`src/rtl/ex_muldiv_unit.sv`:
```
`default_nettype none
// ============================================================================
// Module      : ex_muldiv_unit
// Description : Iterative RV32M multiply/divide unit for the EX stage.
//               Radix-2 shift-add multiply and restoring divide, one step per
//               cycle, with a single-cycle fast path for divide-by-zero and
//               signed overflow. STALL holds the front of the pipeline until
//               the one-cycle DONE pulse.
// Revision    : 1.0 - initial release
// ============================================================================
module ex_muldiv_unit #(
  parameter int XLEN = 32
) (
  input  logic            CLK,
  input  logic            RESET,
  input  logic            FLUSH,
  input  logic            START,
  input  logic [2:0]      FUNC3,
  input  logic [XLEN-1:0] OPERAND_A,
  input  logic [XLEN-1:0] OPERAND_B,
  output logic [XLEN-1:0] RESULT,
  output logic            DONE,
  output logic            STALL
);

  localparam int CW = $clog2(XLEN + 1);

  typedef enum logic [1:0] {
    S_IDLE  = 2'd0,
    S_RUN   = 2'd1,
    S_FINAL = 2'd2,
    S_DONE  = 2'd3
  } state_t;

  state_t state;
  state_t state_next;

  logic [2:0]        func3_q;
  logic [XLEN-1:0]   b_mag;
  logic              neg_res;   // product sign, or quotient sign for divides
  logic              neg_rem;   // remainder follows the sign of the dividend
  logic [2*XLEN-1:0] acc;       // mul: {partial high, multiplier}; div: {remainder, quotient}
  logic [CW-1:0]     counter;

  // Operand decode while IDLE: signedness, magnitudes and special cases
  logic            in_is_div;
  logic            in_a_signed;
  logic            in_b_signed;
  logic            in_sign_a;
  logic            in_sign_b;
  logic [XLEN-1:0] in_mag_a;
  logic [XLEN-1:0] in_mag_b;
  logic            in_div_zero;
  logic            in_overflow;
  logic            in_fast;
  logic [XLEN-1:0] in_fast_result;

  // Decode the incoming op and compute the fast-path result
  always_comb begin
    in_is_div   = FUNC3[2];
    in_a_signed = (FUNC3 == 3'b001) || (FUNC3 == 3'b010) ||
                  (FUNC3 == 3'b100) || (FUNC3 == 3'b110);
    in_b_signed = (FUNC3 == 3'b001) || (FUNC3 == 3'b100) || (FUNC3 == 3'b110);
    in_sign_a   = in_a_signed & OPERAND_A[XLEN-1];
    in_sign_b   = in_b_signed & OPERAND_B[XLEN-1];
    in_mag_a    = in_sign_a ? -OPERAND_A : OPERAND_A;
    in_mag_b    = in_sign_b ? -OPERAND_B : OPERAND_B;
    in_div_zero = in_is_div & (OPERAND_B == '0);
    in_overflow = in_is_div & ~FUNC3[0] &
                  (OPERAND_A == {1'b1, {(XLEN-1){1'b0}}}) & (OPERAND_B == '1);
    in_fast     = in_div_zero | in_overflow;
    if (in_div_zero) begin
      in_fast_result = FUNC3[1] ? OPERAND_A : '1;
    end else begin
      // Overflow: quotient is the most negative value, remainder is zero
      in_fast_result = FUNC3[1] ? '0 : OPERAND_A;
    end
  end

  // One radix-2 step of the multiplier and of the restoring divider
  logic [XLEN:0]     mul_sum;
  logic [2*XLEN-1:0] mul_next;
  logic [XLEN:0]     div_rem_sh;
  logic [XLEN:0]     div_diff;
  logic              div_ok;
  logic [2*XLEN-1:0] div_next;

  // Shift-add / shift-subtract step candidates
  always_comb begin
    mul_sum    = {1'b0, acc[2*XLEN-1:XLEN]} + {1'b0, (acc[0] ? b_mag : {XLEN{1'b0}})};
    mul_next   = {mul_sum, acc[XLEN-1:1]};
    div_rem_sh = acc[2*XLEN-1:XLEN-1];
    div_diff   = div_rem_sh - {1'b0, b_mag};
    div_ok     = ~div_diff[XLEN];
    div_next   = {(div_ok ? div_diff[XLEN-1:0] : div_rem_sh[XLEN-1:0]),
                  acc[XLEN-2:0], div_ok};
  end

  // Sign correction and word selection for the FINAL cycle
  logic [2*XLEN-1:0] prod;
  logic [XLEN-1:0]   quo;
  logic [XLEN-1:0]   rem;
  logic [XLEN-1:0]   final_result;

  // Build the architectural result from the finished accumulator
  always_comb begin
    prod = neg_res ? -acc : acc;
    quo  = neg_res ? -acc[XLEN-1:0] : acc[XLEN-1:0];
    rem  = neg_rem ? -acc[2*XLEN-1:XLEN] : acc[2*XLEN-1:XLEN];
    if (func3_q[2]) begin
      final_result = func3_q[1] ? rem : quo;
    end else if (func3_q == 3'b000) begin
      final_result = prod[XLEN-1:0];
    end else begin
      final_result = prod[2*XLEN-1:XLEN];
    end
  end

  // State register
  always_ff @(posedge CLK) begin
    if (RESET) begin
      state <= S_IDLE;
    end else begin
      state <= state_next;
    end
  end

  // Next-state, STALL and DONE decode
  always_comb begin
    state_next = state;
    STALL      = 1'b0;
    DONE       = 1'b0;
    case (state)
      S_IDLE: begin
        if (START && !FLUSH) begin
          STALL      = 1'b1;
          state_next = in_fast ? S_DONE : S_RUN;
        end
      end
      S_RUN: begin
        STALL = 1'b1;
        if (counter == CW'(1)) begin
          state_next = S_FINAL;
        end
      end
      S_FINAL: begin
        STALL      = 1'b1;
        state_next = S_DONE;
      end
      S_DONE: begin
        // START still reflects the instruction just completed
        DONE       = 1'b1;
        state_next = S_IDLE;
      end
      default: state_next = S_IDLE;
    endcase
    if (FLUSH) begin
      state_next = S_IDLE;
    end
  end

  // Datapath: operand latch, iteration, and result register
  always_ff @(posedge CLK) begin
    if (RESET) begin
      func3_q <= '0;
      b_mag   <= '0;
      neg_res <= 1'b0;
      neg_rem <= 1'b0;
      acc     <= '0;
      counter <= '0;
      RESULT  <= '0;
    end else if (!FLUSH) begin
      case (state)
        S_IDLE: begin
          if (START) begin
            func3_q <= FUNC3;
            b_mag   <= in_mag_b;
            neg_res <= in_sign_a ^ in_sign_b;
            neg_rem <= in_sign_a;
            acc     <= {{XLEN{1'b0}}, in_mag_a};
            counter <= CW'(XLEN);
            if (in_fast) begin
              RESULT <= in_fast_result;
            end
          end
        end
        S_RUN: begin
          acc     <= func3_q[2] ? div_next : mul_next;
          counter <= counter - CW'(1);
        end
        S_FINAL: begin
          RESULT <= final_result;
        end
        default: ;
      endcase
    end
  end

endmodule
`default_nettype wire
```
`config.mk`:
```
export PLATFORM = sky130hd
export DESIGN_NAME = ex_muldiv_unit
export DESIGN_NICKNAME = d
export VERILOG_FILES = /design/src/rtl/ex_muldiv_unit.sv
export SDC_FILE = /design/constraint.sdc
export NUM_CORES = 1
export LEC_CHECK = 0
export ABC_AREA = 1
export BUFFER_PORTS_ARGS = -buffer_cell sky130_fd_sc_hd__buf_2
export CAP_MARGIN = 20
export CORE_MARGIN = 1
export CORE_UTILIZATION = 45
export CTS_CLUSTER_DIAMETER = 30
export DETAILED_ROUTE_END_ITERATION = 10
export SYNTH_ARGS = -nofsm -noshare
export SYNTH_HDL_FRONTEND = slang
export SYNTH_SLANG_ARGS = --single-unit
```
`constraint.sdc`:
```
create_clock -name CLK -period 7.67 [get_ports CLK]
set_input_delay 1.1505 -clock CLK [delete_from_list [all_inputs] [get_ports CLK]]
set_output_delay 1.1505 -clock CLK [all_outputs]
set_load 0.05 [all_outputs]
```
After elaboration in Yosys (flattened, before gate mapping). Cells that the tools add are included.

Mux-type cells: 28. Equality and inequality tests: 14. Reductions and logical operators: 18. Add/sub/neg operators: 8. Bitwise operators: 11.

Operator list (number): $mux 32 (14); $mux 64 (3); $neg 32->32 (4); $pmux 64 s2 (1); $eq 32x32->1 const B (2); $neg 64->64 (1); $pmux 32 s2 (1); $add 32x32->33 (1); $sub 33x32->33 (1); $logic_not 32->1 (1); $pmux 6 s2 (1); $ne 2x2->1 const B (4); $pmux 2 s4 (1); $and 1x1->1 (6); $eq 3x3->1 const B (2); $eq 6x1->1 const B (1); $mux 2 (3); $mux 6 (1); $reduce_and 3->1 (2); $sub 6x1->6 const B (1); $logic_or 1x1->1 (5); $eq 2x2->1 const B (2); $reduce_and 4->1 (1); $reduce_bool 2->1 (2); other kinds (14) (18).

Output and inout port bits: 34. Bits in registers: 141. Word-level logic and storage cells: 87. Bits of input ports: 71.

Longest topological paths before layout. Gate-level depths: netlist of run 1.

Depth in word-level cells: 8. Mapped depth: 22. Mapped depth without buffers: 20.

Least setup slack after synthesis of run 1. Ideal clock, no wire load.

Path kind: in2out. Start: in START. End: out STALL. Path slack: 3798 ps. Stages: 8. Data required time: 6519 ps. Arrival: 2721 ps. Buffers on the path: 2. Cell sequence: inv_1 -> nor2_1 -> inv_1 -> nor2_1 -> clkbuf_1 -> inv_1 -> clkbuf_1 -> a21oi_1.

Word-level cells in the longest chain between the ends: 3.

Ends and longest elaborated chain: start, declared (line 17) `input logic START,`; $logic_and 1x1->1 (line 135) `if (START && !FLUSH) begin`; $mux 1 (line 135); $pmux 1 s2 (line 133) `case (state)`; end, declared (line 23) `output logic STALL`.

No other way between the ends.

Final worst setup path of run 1.
Start: reg state[1]. End: reg counter[5].

Word-level cells in the longest chain between the ends: 3. Elaborated cells on any way between the ends: 6. Those cells by class: eq/ne (2); mux (1); reduce/logical (3).

Ends and longest elaborated chain: start, declared (line 35) `state_t state;`; start signal, assigned (line 124) `state <= state_next;`; $eq 2x1->1 / $logic_not 2->1 (equally long branches) (line 173) `case (state)`; $reduce_bool 2->1 (no source line) / $ne 2x2->1 (equally long branches); $reduce_and 3->1 (no source line); end signal, assigned (line 181) `counter <= CW'(XLEN);`; end signal, assigned (line 189) `counter <= counter - CW'(1);`; end, declared (line 43) `logic [CW-1:0] counter;`.

Parallel ways exist; a longest one is shown, timed or not. A chain may end at the register's enable or synchronous reset.

==> results of run 1 <==
[layout make-up]
| type | count | area (um2) | area share, % |
|---|---|---|---|
| Timing Repair Buffer | 125 | 691 | 3.49 |
| Tap cell | 525 | 657 | 3.32 |
| Multi-Input combinational cell | 2726 | 13000 | 65.6 |
| Clock inverter | 13 | 131 | 0.664 |
| Sequential cell | 141 | 2830 | 14.3 |
| Clock buffer | 18 | 439 | 2.22 |
| Inverter | 546 | 2050 | 10.4 |
[sequential cells by signal, summed over array words and instances (netlist names)]
name / flops
b_mag: 32
neg_rem: 1
func3_q: 3
neg_res: 1
state: 2
acc: 64
RESULT: 32
counter: 6
[cell usage in the layout, fill, tap and decap left out, types with 5 or more instances in the layout]
cell type | Yosys | routed
nand2_1 | 1150 | 1150
inv_1 | 537 | 536
nand3_1 | 400 | 400
nor2_1 | 364 | 361
a21oi_1 | 245 | 245
o21ai_0 | 216 | 216
dfxtp_1 | 141 | 138
buf_2 | 11 | 104
ha_1 | 75 | 75
xor2_1 | 58 | 58
nand4_1 | 43 | 43
nor3_1 | 28 | 27
a31oi_1 | 20 | 20
buf_4 | 1 | 20
xnor2_1 | 19 | 19
clkbuf_16 | 0 | 17
o211ai_1 | 13 | 13
nor2_2 | 8 | 11
o21ai_1 | 10 | 10
and2_1 | 10 | 10
o21bai_1 | 9 | 9
inv_2 | 7 | 8
nand2_2 | 6 | 6
nand3b_1 | 6 | 6
or2_2 | 6 | 6
nor4_1 | 6 | 6
inv_6 | 0 | 5
[routing by layer]
metal	vias up	GRT usage, %	wire length (um)
li1	11282	-	-
met1	10649	55.5	35800
met2	1411	57.3	33300
met3	187	11.4	11200
met4	2	13.8	2760
met5	-	0.476	9
[stage by stage]
stage          area, um2  util [%]  worst slack, ns
2_1_floorplan      18400         -             3.80
3_3_place_gp       19200      48.0             3.80
3_5_place_dp       19200      48.0             3.83
4_1_cts            19800      49.4             3.84
5_1_grt            19800      49.4             3.49
6_report           19800      49.4             3.77
[cells by family (layout without fill, tap and decap cells)]
group / after synthesis / after routing / synth area share [%]
compound gates: 528 / 528 / 15.0
simple gates: 2044 / 2044 / 46.4
xor+xnor: 77 / 77 / 3.66
buf+inv: 686 / 702 / 14.3
fa+ha+maj: 77 / 77 / 5.31
flops: 141 / 141 / 15.3
[power breakdown]
group          switching, mW  internal, mW  leakage [nW]  total (mW)
logic                  0.688         0.273          9.30       0.960
registers             0.0608         0.768          1.15       0.829
clock network          0.386         0.461         0.276       0.847
total                   1.13          1.50          10.7        2.64
[worst register-to-register path, delay by kind of cell, from the launching register on]
kind | cells | cell delay (ns)
and+or+nand+nor | 5 | 0.82
adders and majority gates | 1 | 0.58
buffers and inverters | 6 | 1.81
AOI/OAI and AO/OA | 1 | 0.08
DFF | 1 | 0.34
xor gates and xnor gates | 1 | 0.13
[path summary, 6_finish.rpt]
| path | endpoint | slack, ns | depth (start not counted) |
|---|---|---|---|
| setup / recovery | counter[5] | 3.77 | 14 |
| hold / removal | RESULT[23] | 0.46 | 2 |
| setup reg to reg | counter[5] | 3.77 | 14 |
| hold reg to reg | RESULT[23] | 0.46 | 2 |
==> flow_metrics.py, run 1 <==
metrics = {
    "floorplanning": {
        "core_area_um2": 40000,
        "num_rows": 73,
        "boundaryPins": 105,
        "initial_utilization_pct": 46.0,
        "dieArea_um2": 41700,
        "die_width_um": 204,
        "die_h_um": 204,
    },
    "synth": {
        "ys_types": 49,
        "synth-edff-count": 0,
        "synth.area.top_cells": "nand2_1 23%, dfxtp_1 15%, inv_1 11%, nand3_1 11%, nor2_1 7.4%",
        "synthesis.area_um2": 18400,
        "synth_top_area_cell": "nand2_1",
        "ys_top_cells_by_count": "1,150 x nand2_1, 537 x inv_1, 400 x nand3_1",
        "synth_top_area_share_pct": 23.4,
        "ys_async_sr_fraction_pct": 0,
        "ys_seq_area_share_pct": 15.3,
        "syn_area_per_cell_um2": 5.18,
        "syn_nets": 3701,
        "synth.most_common_cell": "nand2_1",
        "ys_warn_count": 0,
        "ys.flop_type": "dfxtp_1",
        "netlist_instances": 3553,
        "synth-seq-cells": 141,
    },
    "cells_and_area": {
        "diodes": 0,
        "fin_nets": 3705,
        "fill_cells": 4499,
        "drive_above_1_share_pct": 5.80,
        "instances_no_fill": 4094,
        "area_delta_synth_final_pct": 7.40,
    },
    "min_path": {
        "hp-start": "RESULT[23]",
        "holdCritPathClass": "reg2reg",
    },
    "critical_path": {
        "critPathMaxFanout": 58,
        "cp.buffers_inverters": 6,
        "start_kind": "register",
        "cp-startpoint": "state[1]",
        "slowest_delay_ns": 0.68,
        "setup.worst_path.end_class": "register",
        "r2r-start": "state[1]",
        "cpMostUsedCell": "buf_4",
        "path_cells": "inv_1 -> ha_1 -> inv_1 -> buf_4 -> nor2_2 -> buf_4 -> nor2_2 -> buf_4 -> inv_2 -> nand3_1 -> or2_1 -> nor2_1 -> xnor2_1 -> a21oi_1",
        "arrival_ns": 4.19,
        "slowest_stage": "inv_2",
        "cp.required_ns": 7.96,
        "crit_family": "buffers and inverters",
        "criticalPathCategory": "reg2reg",
    },
    "clock_network": {
        "ctsResizeCount": 0,
        "h-tree-depth": 4,
        "cts_buffers": 17,
        "clockBufferDepth": 2,
        "clk_latency_ns": 0.46,
        "ctsHoldBuffers": 0,
        "cts.sinks": 141,
        "clk_pin_slew_ns": 0.08,
        "postCtsSetupBuffers": 0,
        "root_buffer": "clkbuf_16",
        "cts_tree": "built",
    },
    "placed_design": {
        "dp_cells": 4062,
        "place.gp.congestion": 1.01,
        "dp_hpwl_um": 64900,
        "io_buffers": 104,
    },
    "timing": {
        "slew_headroom_pct": 27.0,
        "finalSetupTns_ns": 0,
        "worst_hold_slack_ns": 0.463,
        "finalClockSkew_ns": 0.0170,
        "rsz0062_at_grt": "no",
        "min_period_ns": 3.90,
        "fmax_mhz": 256,
        "finalMaxSlewViolations": 0,
        "finalHoldViolCount": 0,
        "period_share_pct": 50.9,
        "setup_violations": 0,
        "worst_pin_slew_ns": 1.09,
    },
    "detailed_routing": {
        "route.detailed.drc": 0,
        "routed-via-count": 23531,
        "wirelength_um": 83100,
        "routedWlPerCell_um": 20.3,
        "drtPass1Iterations": 7,
        "drt_iter0_markers": 3063,
        "ant_nets": 0,
        "viasPerCell": 5.75,
    },
    "grt": {
        "grt_max_degree": 83,
        "grt_pass1_wl_um": 125000,
        "antenna_found_initial": 1,
        "track_usage_pct": 39.7,
        "grt_pass1_vias": 21259,
        "gr-total-overflow": 0,
    },
    "pwr": {
        "leakagePower_nw": 10.7,
        "ir_drop_mv": 0.124,
        "power_density_nw_per_um2": 133,
        "p_total_mw": 2.64,
    },
    "job": {
        "drv_cap": 0,
    },
    "outcome": {
        "status": "completed",
    },
}
No activity file was read; power rests on OpenSTA's default activity.
==> run 2, diff against run 1 <==
ABC_AREA = 0   (was 1)
clock period = 3.67 ns   (was 7.67 ns; I/O delays follow)
==> run 2 against run 1 <==
  * The flow now finishes with violations (design-rule violations)
  * First-iteration DRC count decreased by 52%
  * Worst hold slack lost 0.095 ns
  * Critical path type unchanged
  * Via count fell by 35%
  * Clock skew shrank 0.0020 ns
  * Non-clock buffer count grew 112
  * Sequential cell count did not move
  * Cell area decreased by 17%
  * Largest power group is now the clock network
  * Cell count shrank 39%
  * Highest routed layer is now met4
  * Die area decreased by 22%
  * Total power up 84%
  * Synthesized cell count decreased by 45%
  * Critical path depth down 5
==> flow_metrics.py, run 2 <==
metrics = {
    "detailed_routing": {
        "routed-via-count": 15315,
        "route.detailed.drc": 3,
        "wirelength_um": 51400,
        "drt_iter0_markers": 1460,
        "routedWlPerCell_um": 20.6,
        "viasPerCell": 6.14,
        "ant_nets": 0,
        "drtPass1Iterations": 9,
    },
    "synth": {
        "ys_types": 78,
        "ys_async_sr_fraction_pct": 0,
        "synth_top_area_share_pct": 19.8,
        "ys_top_cells_by_count": "228 x nand2_1, 192 x nor2_1, 151 x a21oi_1",
        "netlist_instances": 1965,
        "synthesis.area_um2": 14300,
        "synth.area.top_cells": "dfxtp_1 20%, ha_1 6.6%, xnor2_1 6.6%, nand2_1 6.0%, xor2_1 5.9%",
        "synth_top_area_cell": "dfxtp_1",
        "synth-seq-cells": 141,
        "ys.flop_type": "dfxtp_1",
        "syn_area_per_cell_um2": 7.25,
        "synth.most_common_cell": "nand2_1",
        "ys_warn_count": 0,
        "syn_nets": 2113,
        "synth-edff-count": 0,
        "ys_seq_area_share_pct": 19.8,
    },
    "grt": {
        "grt_pass1_vias": 14414,
        "gr-total-overflow": 0,
        "grt_max_degree": 69,
        "track_usage_pct": 31.4,
        "antenna_found_initial": 0,
        "grt_pass1_wl_um": 81000,
    },
    "cells_and_area": {
        "layout_common_cells": "228 x nand2_1, 190 x nor2_1, 149 x a21oi_1",
        "fill_cells": 3022,
        "top_register": "acc",
        "area_delta_synth_final_pct": 15.8,
        "fin_area_um2": 16500,
        "mostFrequentLayoutCell": "nand2_1",
        "final_core_util_pct": 53.4,
        "largest_reg_flops": 64,
        "fin_nets": 2232,
        "drive_above_1_share_pct": 15.5,
        "diodes": 0,
        "instances_no_fill": 2493,
        "top_regs": "acc (64), RESULT (32), b_mag (32)",
    },
    "job": {
        "drv_cap": 0,
    },
    "floorplanning": {
        "dieArea_um2": 32400,
        "die_h_um": 180,
        "num_rows": 64,
        "boundaryPins": 105,
        "core_area_um2": 30900,
        "initial_utilization_pct": 46.1,
        "die_width_um": 180,
    },
    "clock_network": {
        "root_buffer": "clkbuf_16",
        "ctsHoldBuffers": 0,
        "clockBufferDepth": 2,
        "cts_tree": "built",
        "h-tree-depth": 4,
        "clk_latency_ns": 0.45,
        "cts.sinks": 141,
        "clk_pin_slew_ns": 0.07,
        "cts_buffers": 17,
    },
    "timing": {
        "fmax_mhz": 281,
        "slew_headroom_pct": 35.9,
        "period_share_pct": 97.0,
        "setup_violations": 0,
        "worst_hold_slack_ns": 0.369,
        "rsz0062_at_grt": "yes",
        "finalMaxSlewViolations": 0,
        "min_period_ns": 3.56,
        "setup_ws_ns": 0.110,
        "worst_pin_slew_ns": 0.960,
        "finalSetupTns_ns": 0,
        "finalClockSkew_ns": 0.0150,
        "finalHoldViolCount": 0,
    },
    "critical_path": {
        "arrival_ns": 3.88,
        "cp.required_ns": 3.99,
        "slowest_stage": "or4_4",
        "crit_family": "simple AND/OR/NAND/NOR gates",
        "cp.buffers_inverters": 0,
        "setup.worst_path.end_class": "register",
        "path_cells": "or4_4 -> nor4_4 -> nand3_4 -> or3_1 -> or3_4 -> o41ai_4 -> xnor2_1 -> a311oi_1 -> nor3_1",
        "critPathMaxFanout": 7,
        "criticalPathCategory": "reg2reg",
        "start_kind": "register",
        "slowest_delay_ns": 0.61,
    },
    "placed_design": {
        "dp_cells": 2460,
        "place.gp.congestion": 0.956,
        "pre_cts_slack_ns": 0.0124,
        "dp_hpwl_um": 39600,
        "io_buffers": 104,
        "place_area_um2": 15800,
    },
    "min_path": {
        "holdCritPathClass": "in2reg",
    },
    "pwr": {
        "seq_power_share_pct": 34.2,
        "pwr-share-comb_pct": 27.8,
        "p_total_mw": 4.86,
        "power_density_nw_per_um2": 294,
        "switching_share_pct": 36.7,
        "clkPwrFrac_pct": 37.9,
        "switchingPower_mw": 1.78,
        "ir_drop_mv": 0.344,
        "leakagePower_nw": 6.69,
        "p_int_mw": 3.07,
    },
    "outcome": {
        "status": "complete, but fails checks",
        "violations": "design-rule violations",
    },
}
==> run 2: changes by cell type after synthesis, sizes merged, moves of 38 or more <==
cell / change
a211oi: +44
a21oi: -97
inv: -476
mux2i: +55
nand2: -931
nand3: -384
nor2: -180
o21ai: -89
xnor2: +88
xor2: +38
==> run 2: worst paths after layout <==
| path | slack [ns] | startpoint | endpoint | cells after the start |
|---|---|---|---|---|
| max | 0.11 | acc[4] | RESULT[31] | 9 |
| min | 0.37 | FUNC3[2] | func3_q[2] | 3 |
| max reg2reg | 0.11 | acc[4] | RESULT[31] | 9 |
| min reg2reg | 0.45 | b_mag[21] | b_mag[21] | 2 |
==> run 2: timing repair <==
| action | 4_1_cts | 5_1_grt |
|---|---|---|
| setup buffers | 0 | 1 |
| resized for setup | 0 | 16 |
| endpoints found under the setup margin | 0 | 17 |
==> run 2: cell families after synthesis <==
| group | after synthesis | share of synthesized area (%) |
|---|---|---|
| xor+xnor | 203 | 12.5 |
| simple gates | 636 | 20.9 |
| buf+inv | 207 | 5.69 |
| fa+ha+maj | 103 | 8.69 |
| flops | 141 | 19.8 |
| compound gates | 615 | 28.2 |
| mux | 60 | 4.26 |
==> run 2: routing by layer <==
metal  GRT usage (%)  up-vias  part of all wire (%)
li1                -     7351                     -
met1            43.6     7261                    46
met2            50.1      616                    45
met3            4.17       87                   7.2
met4            10.0        0                   2.4
met5               0        -                     0
==> run 2: power groups by stage <==
stage,sequential (mW),clock (mW),combinational [mW]
CTS,1.66,1.85,1.32
floorplan,1.67,0,0.899
finish,1.66,1.84,1.35
detailed placement,1.70,0,1.31
global route,1.67,1.92,1.47
global placement,1.69,0,1.30
==> run 2: worst register-to-register path, cell delays in order (launching register included) <==
cell      delay (ns)
dfxtp_1         0.39
or4_4           0.61
nor4_4          0.44
nand3_4         0.13
or3_1           0.36
or3_4           0.43
o41ai_4         0.35
xnor2_1         0.14
a311oi_1        0.48
nor3_1          0.10
==> run 2: area by class of cell <==
cell class	instances	area, um2	share of cell area, %
tap	396	495	3.00
inverter	70	263	1.59
multi-input combinational	1617	10700	64.9
timing repair buffer	237	1610	9.75
clock inverter	15	176	1.07
clock buffer	17	425	2.58
sequential	141	2830	17.1
